===== config.mk =====
export PLATFORM = sky130hd
export DESIGN_NAME = pipeline_ctrl
export DESIGN_NICKNAME = d
export VERILOG_FILES = /design/src/rtl/pipeline_ctrl_pkg.sv /design/src/rtl/pipeline_ctrl_mc_counter.sv /design/src/rtl/pipeline_ctrl.sv
export SDC_FILE = /design/constraint.sdc
export NUM_CORES = 1
export LEC_CHECK = 0
export CAP_MARGIN = 10
export CORE_UTILIZATION = 41
export DETAILED_ROUTE_END_ITERATION = 8
export PLACE_DENSITY_LB_ADDON = 0.1
export SLEW_MARGIN = 20
export SYNTH_ARGS = -nofsm -noshare
export SYNTH_HDL_FRONTEND = slang
export SYNTH_SLANG_ARGS = --single-unit

===== constraint.sdc =====
create_clock -name clk -period 3 [get_ports clk]
set_input_delay 0.9 -clock clk [delete_from_list [all_inputs] [get_ports clk]]
set_output_delay 0.9 -clock clk [all_outputs]
set_load 0.005 [all_outputs]

===== src/rtl/pipeline_ctrl_pkg.sv =====
// Shared definitions for the pipeline sequencer: stall vector layout and encodings,
// multi-cycle FSM states, default latencies and pc width.
package pipeline_ctrl_pkg;

    localparam int PC_W    = 32;
    localparam int STALL_W = 6;

    localparam int STALL_PC     = 0;
    localparam int STALL_IF_ID  = 1;
    localparam int STALL_ID_EX  = 2;
    localparam int STALL_EX_MEM = 3;
    localparam int STALL_MEM_WB = 4;
    localparam int STALL_WB     = 5;

    localparam logic [STALL_W-1:0] STALL_NONE    = 6'b000000;
    localparam logic [STALL_W-1:0] STALL_ID_ENC  = 6'b000111;
    localparam logic [STALL_W-1:0] STALL_EX_ENC  = 6'b001111;
    localparam logic [STALL_W-1:0] STALL_MEM_ENC = 6'b011111;

    localparam int MUL_LAT_DEF = 3;
    localparam int DIV_LAT_DEF = 34;
    localparam int CNT_W_DEF   = 6;

    typedef enum logic [1:0] {
        MC_IDLE = 2'd0,
        MC_RUN  = 2'd1,
        MC_DONE = 2'd2
    } mc_state_e;

    // Priority: flush > mem wait > ex hold > load-use. Flush freezes nothing.
    function automatic logic [STALL_W-1:0] stall_select(
        input logic flush_req,
        input logic mem_req,
        input logic ex_hold,
        input logic id_req
    );
        logic [STALL_W-1:0] enc;
        if (flush_req) begin
            enc = STALL_NONE;
        end else if (mem_req) begin
            enc = STALL_MEM_ENC;
        end else if (ex_hold) begin
            enc = STALL_EX_ENC;
        end else if (id_req) begin
            enc = STALL_ID_ENC;
        end else begin
            enc = STALL_NONE;
        end
        return enc;
    endfunction

endpackage


===== src/rtl/pipeline_ctrl_mc_counter.sv =====
// Loadable down-counter with a last-count flag; times multi-cycle execute ops.
module mc_counter #(
    parameter int CNT_W = 6
) (
    input  logic             clk,
    input  logic             rst,
    input  logic             clr,
    input  logic             load,
    input  logic [CNT_W-1:0] load_val,
    input  logic             dec,
    output logic [CNT_W-1:0] cnt,
    output logic             done
);

    localparam logic [CNT_W-1:0] CNT_ZERO = {CNT_W{1'b0}};
    localparam logic [CNT_W-1:0] CNT_ONE  = {{(CNT_W-1){1'b0}}, 1'b1};

    logic [CNT_W-1:0] cnt_r;

    // Count register: clear beats load beats decrement; never wraps below zero.
    always_ff @(posedge clk or negedge rst) begin
        if (!rst) begin
            cnt_r <= CNT_ZERO;
        end else if (clr) begin
            cnt_r <= CNT_ZERO;
        end else if (load) begin
            cnt_r <= load_val;
        end else if (dec && (cnt_r != CNT_ZERO)) begin
            cnt_r <= cnt_r - CNT_ONE;
        end else begin
            cnt_r <= cnt_r;
        end
    end

    assign cnt  = cnt_r;
    assign done = (cnt_r == CNT_ONE);

endmodule


===== src/rtl/pipeline_ctrl.sv =====
// Central 5-stage pipeline sequencer: stall vector, flush/redirect and the
// multi-cycle execute timer so the ex unit carries no FSM of its own.
module pipeline_ctrl
    import pipeline_ctrl_pkg::*;
#(
    parameter int MUL_LAT = MUL_LAT_DEF,
    parameter int DIV_LAT = DIV_LAT_DEF,
    parameter int CNT_W   = CNT_W_DEF
) (
    input  logic               clk,
    input  logic               rst,
    input  logic               stallreq_id,
    input  logic               ex_mc_start,
    input  logic               ex_mc_is_div,
    input  logic               stallreq_mem,
    input  logic               flush_req,
    input  logic [PC_W-1:0]    flush_pc_i,
    output logic [STALL_W-1:0] stall,
    output logic               flush,
    output logic [PC_W-1:0]    new_pc,
    output logic               mc_busy,
    output logic               mc_finish,
    output logic [CNT_W-1:0]   mc_cnt,
    output logic [31:0]        stall_cycles
);

    // The op is held in ex on the start cycle too, so the counter starts at L-1.
    localparam logic [CNT_W-1:0] MUL_CNT = CNT_W'(MUL_LAT - 1);
    localparam logic [CNT_W-1:0] DIV_CNT = CNT_W'(DIV_LAT - 1);

    mc_state_e          state_r;
    mc_state_e          next_state_s;
    logic               mc_finish_r;
    logic [31:0]        stall_cycles_r;
    logic               ex_hold_s;
    logic               cnt_load_s;
    logic               cnt_dec_s;
    logic               cnt_clr_s;
    logic               cnt_done_s;
    logic [CNT_W-1:0]   cnt_s;
    logic [CNT_W-1:0]   load_val_s;
    logic [STALL_W-1:0] stall_s;
    logic               flush_s;
    logic [PC_W-1:0]    new_pc_s;

    mc_counter #(
        .CNT_W(CNT_W)
    ) u_mc_counter (
        .clk      (clk),
        .rst      (rst),
        .clr      (cnt_clr_s),
        .load     (cnt_load_s),
        .load_val (load_val_s),
        .dec      (cnt_dec_s),
        .cnt      (cnt_s),
        .done     (cnt_done_s)
    );

    assign ex_hold_s  = (state_r == MC_RUN) || ((state_r == MC_IDLE) && ex_mc_start);
    assign load_val_s = ex_mc_is_div ? DIV_CNT : MUL_CNT;

    // Next-state and counter control; a flush aborts any op in flight.
    always_comb begin
        next_state_s = MC_IDLE;
        cnt_load_s   = 1'b0;
        cnt_dec_s    = 1'b0;
        cnt_clr_s    = 1'b0;
        if (flush_req) begin
            next_state_s = MC_IDLE;
            cnt_clr_s    = 1'b1;
        end else begin
            case (state_r)
                MC_IDLE: begin
                    if (ex_mc_start) begin
                        cnt_load_s   = 1'b1;
                        next_state_s = MC_RUN;
                    end else begin
                        next_state_s = MC_IDLE;
                    end
                end
                MC_RUN: begin
                    cnt_dec_s = 1'b1;
                    if (cnt_done_s) begin
                        next_state_s = MC_DONE;
                    end else begin
                        next_state_s = MC_RUN;
                    end
                end
                MC_DONE: begin
                    // ex_mc_start still belongs to the finishing op here.
                    if (stallreq_mem) begin
                        next_state_s = MC_DONE;
                    end else begin
                        next_state_s = MC_IDLE;
                    end
                end
                default: begin
                    next_state_s = MC_IDLE;
                    cnt_clr_s    = 1'b1;
                end
            endcase
        end
    end

    // Combinational pipeline controls, forced quiet while reset is asserted.
    always_comb begin
        stall_s  = STALL_NONE;
        flush_s  = 1'b0;
        new_pc_s = {PC_W{1'b0}};
        if (!rst) begin
            stall_s  = STALL_NONE;
            flush_s  = 1'b0;
            new_pc_s = {PC_W{1'b0}};
        end else begin
            stall_s  = stall_select(flush_req, stallreq_mem, ex_hold_s, stallreq_id);
            flush_s  = flush_req;
            new_pc_s = flush_req ? flush_pc_i : {PC_W{1'b0}};
        end
    end

    // FSM state and finish flag registers.
    always_ff @(posedge clk or negedge rst) begin
        if (!rst) begin
            state_r     <= MC_IDLE;
            mc_finish_r <= 1'b0;
        end else begin
            state_r     <= next_state_s;
            mc_finish_r <= (next_state_s == MC_DONE);
        end
    end

    // Saturating stall-cycle counter; deliberately survives flushes.
    always_ff @(posedge clk or negedge rst) begin
        if (!rst) begin
            stall_cycles_r <= 32'h0000_0000;
        end else if ((stall_s != STALL_NONE) && (stall_cycles_r != 32'hFFFF_FFFF)) begin
            stall_cycles_r <= stall_cycles_r + 32'h0000_0001;
        end else begin
            stall_cycles_r <= stall_cycles_r;
        end
    end

    assign stall        = stall_s;
    assign flush        = flush_s;
    assign new_pc       = new_pc_s;
    assign mc_busy      = (state_r == MC_RUN);
    assign mc_finish    = mc_finish_r;
    assign mc_cnt       = cnt_s;
    assign stall_cycles = stall_cycles_r;

endmodule


==> flow_metrics.tcl <==
set metrics [dict create \
    outcome "finished with violations" \
    violations "DRC" \
    path_clk_slew_ps 80 \
    drive_gt1_share_pct 11.95 \
    antenna_left 0 \
    ir_drop_mv 0.2172 \
    leakage_nw 1.785 \
    grt_max_degree 35 \
    crit_type "in -> out" \
    tightest_slew_ps 639.2 \
    netlist.area_leader.share_pct 41.23 \
    via_per_inst 5.226 \
    grt_pass1_wl_mm 10.98 \
    portBuffers 116 \
    async_flop_share_pct 100.0 \
    cts.sinks 41 \
    setup_ws_ps 42.01 \
    rsz0062_at_grt "false" \
    area_delta_synth_final_pct 56.11 \
    grtUsageTotal_pct 22.14 \
    slew_headroom_pct 56.99 \
    fin_crit_ps 2958 \
    finalCritPeriodShare_pct 98.60 \
    fin_tns_setup_ps 0 \
    synthFlopType "dfrtp_1" \
    synthCells 259 \
    yosys_warnings 0 \
    timing.critical_path.from_type "input port" \
    die_w_microns 79.91 \
    start_util_pct 42.28 \
    grt_pass1_vias 2372 \
    crit_path_end_kind "primary output" \
    holdBufCountCts 0 \
    synth.most_common_cell "and3_1" \
    clk_latency_ps 290 \
    yosysSeqAreaShare_pct 41.23 \
    slowest_stage "o31ai_4" \
    row_count 28 \
    die_h_microns 79.91 \
    fin_skew_ps 8.037 \
    synth_edf_count 0 \
    first_iter_violations 134 \
    wl_mm 6.794 \
    cp_num_buf_inv 4 \
    cts_inserted_buffers 5 \
    holdWs_ps 494.1 \
    r2r-start "stall_cycles[0]" \
    max_cap_viol_count 0 \
    path_cells "clkdlybuf4s15_1, o21ba_4, o31ai_4, inv_2, buf_4, dlygate4sd2_1" \
    hpwl_mm 5.217 \
    post-place-ws_ps -349.5 \
    vias 2404 \
    cts-root-buf "clkbuf_8" \
    regArea_sq_mm 0.001026 \
    ios 118 \
    cp_top_family "buffers and inverters" \
    antenna_found_initial 0 \
    synthDistinctLibCells 46 \
    hold_start "stall_cycles[7]" \
    drc 1 \
    hp-class "reg -> reg" \
    finalNetCount 426 \
    antenna_cells 0 \
    fillCellCount 516 \
    cp_max_fo 2 \
    netlist_area_sq_mm 0.002489 \
    arrival_ps 2060 \
    yosysTopAreaCell "dfrtp_1" \
    report.final.slew_viol_count 0 \
    yosys-top-cells-area "dfrtp_1 (41%), and3_1 (11%), xor2_1 (6.0%)" \
    drt_first_pass_iters 6 \
    syn_nets 301 \
    synth_seq_cells 41 \
    die-area_sq_mm 0.006386 \
    p_per_area_mw_per_mm2 394.4 \
    cp-startpoint "ex_mc_start" \
    cts_buffer_depth 2 \
    fmax_mhz 338.1 \
    overflow 0 \
    wl_per_cell_microns 14.77 \
    multi_input_area_sq_mm 0.001379 \
    cts_tree "yes" \
    setup_viol 0 \
    routabilityCongestion 0.8153 \
    worstPathRequired_ps 2100 \
    avgSynthCellArea_sq_um 9.609 \
    hold_viol_final 0 \
    crit_path_max_incr_delay_ps 250 \
    synthTopCellsByCount "and3_1 (42), dfrtp_1 (41), nand2_1 (24)" \
    core_sq_mm 0.005886 \
    cts-htree-levels 2 \
]
==> routing by layer <==
metal  track usage [%]  wire, microns  up-vias
li1                  -              -     1168
met5                 0              0        -
met3             6.400            495        5
met4             5.357             70        0
met1             26.42           2892     1140
met2             38.89           3337       91
==> final cells by class <==
type / instances / share of cell area, %
Multi-Input combinational cell: 199 / 35.49
Timing Repair Buffer: 132 / 33.08
Sequential cell: 41 / 26.41
Tap cell: 75 / 2.415
Clock buffer: 6 / 1.868
Inverter: 5 / 0.4831
Clock inverter: 2 / 0.2576
==> flip-flops by register name (all words and copies together), names as in the netlist <==
name / cells
u_mc_counter.cnt: 6
mc_finish: 1
state_r: 2
stall_cycles: 32
==> report_power, final <==
part / switching, W / internal (W) / total, W
registers: 0.0000852 / 0.000615 / 0.000701
clock network: 0.000187 / 0.000161 / 0.000349
logic: 0.000193 / 0.000290 / 0.000483
total: 0.000466 / 0.00107 / 0.00153
==> through the flow <==
| step | power, W | util, % | cells | area [sq um] |
|---|---|---|---|---|
| 2_1_floorplan | 0.0008939 | - | 259 | 2489 |
| 3_5_place_dp | 0.001186 | 63.95 | 449 | 3764 |
| 4_1_cts | 0.001550 | 65.92 | 460 | 3880 |
| 6_report | 0.001532 | 66.01 | 460 | 3885 |
| 3_3_place_gp | 0.001180 | 63.95 | 449 | 3764 |
| 5_1_grt | 0.001629 | 66.01 | 460 | 3885 |
==> layout by cell type, fill, tap and decap left out, types with 2 or more instances in the layout <==
cell	count
inv_1	4
nor4_1	3
and2_1	7
buf_4	14
o31ai_4	2
xnor2_1	15
and3_1	42
clkbuf_8	5
a21oi_1	3
ha_1	3
nor3b_2	2
and4_1	5
nand4_1	9
nor3_1	5
dfrtp_1	41
nand3b_1	3
xor2_1	17
nor3_2	4
nor2_1	11
nand3_1	12
dlygate4sd2_1	6
and4_4	2
a31oi_1	3
nand2_1	24
o21ai_0	7
clkdlybuf4s50_1	106
clkinv_2	2
dlymetal6s2s_1	2
==> worst paths after layout <==
check | end | slack [ps] | cells after the start
min reg2reg | stall_cycles[7] | 490 | 1
min in group asynchronous | u_mc_counter.cnt[5] | 590 | 2
max | stall[2] | 40 | 6
max reg2reg | stall_cycles[8] | 960 | 6
min | stall_cycles[7] | 490 | 1
max in group asynchronous | stall_cycles[3] | 2000 | 3
==> kinds of logic after synthesis <==
family | share of synthesized area, %
compound gates | 7.843
buf+inv | 3.670
fa+ha+maj | 1.508
flops | 41.23
mux | 0.9049
xor+xnor | 11.26
simple gates | 33.43
other cells | 0.1507
==> what timing repair did <==
action / in CTS / in global routing
endpoints found under the setup margin: 38 / 4
gates resized for setup: 14 / 2
buffers inserted: 3 / 0
cloned: 0 / 0
pin swaps: 2 / 2
Note: power is estimated with default switching activity, not from simulation.
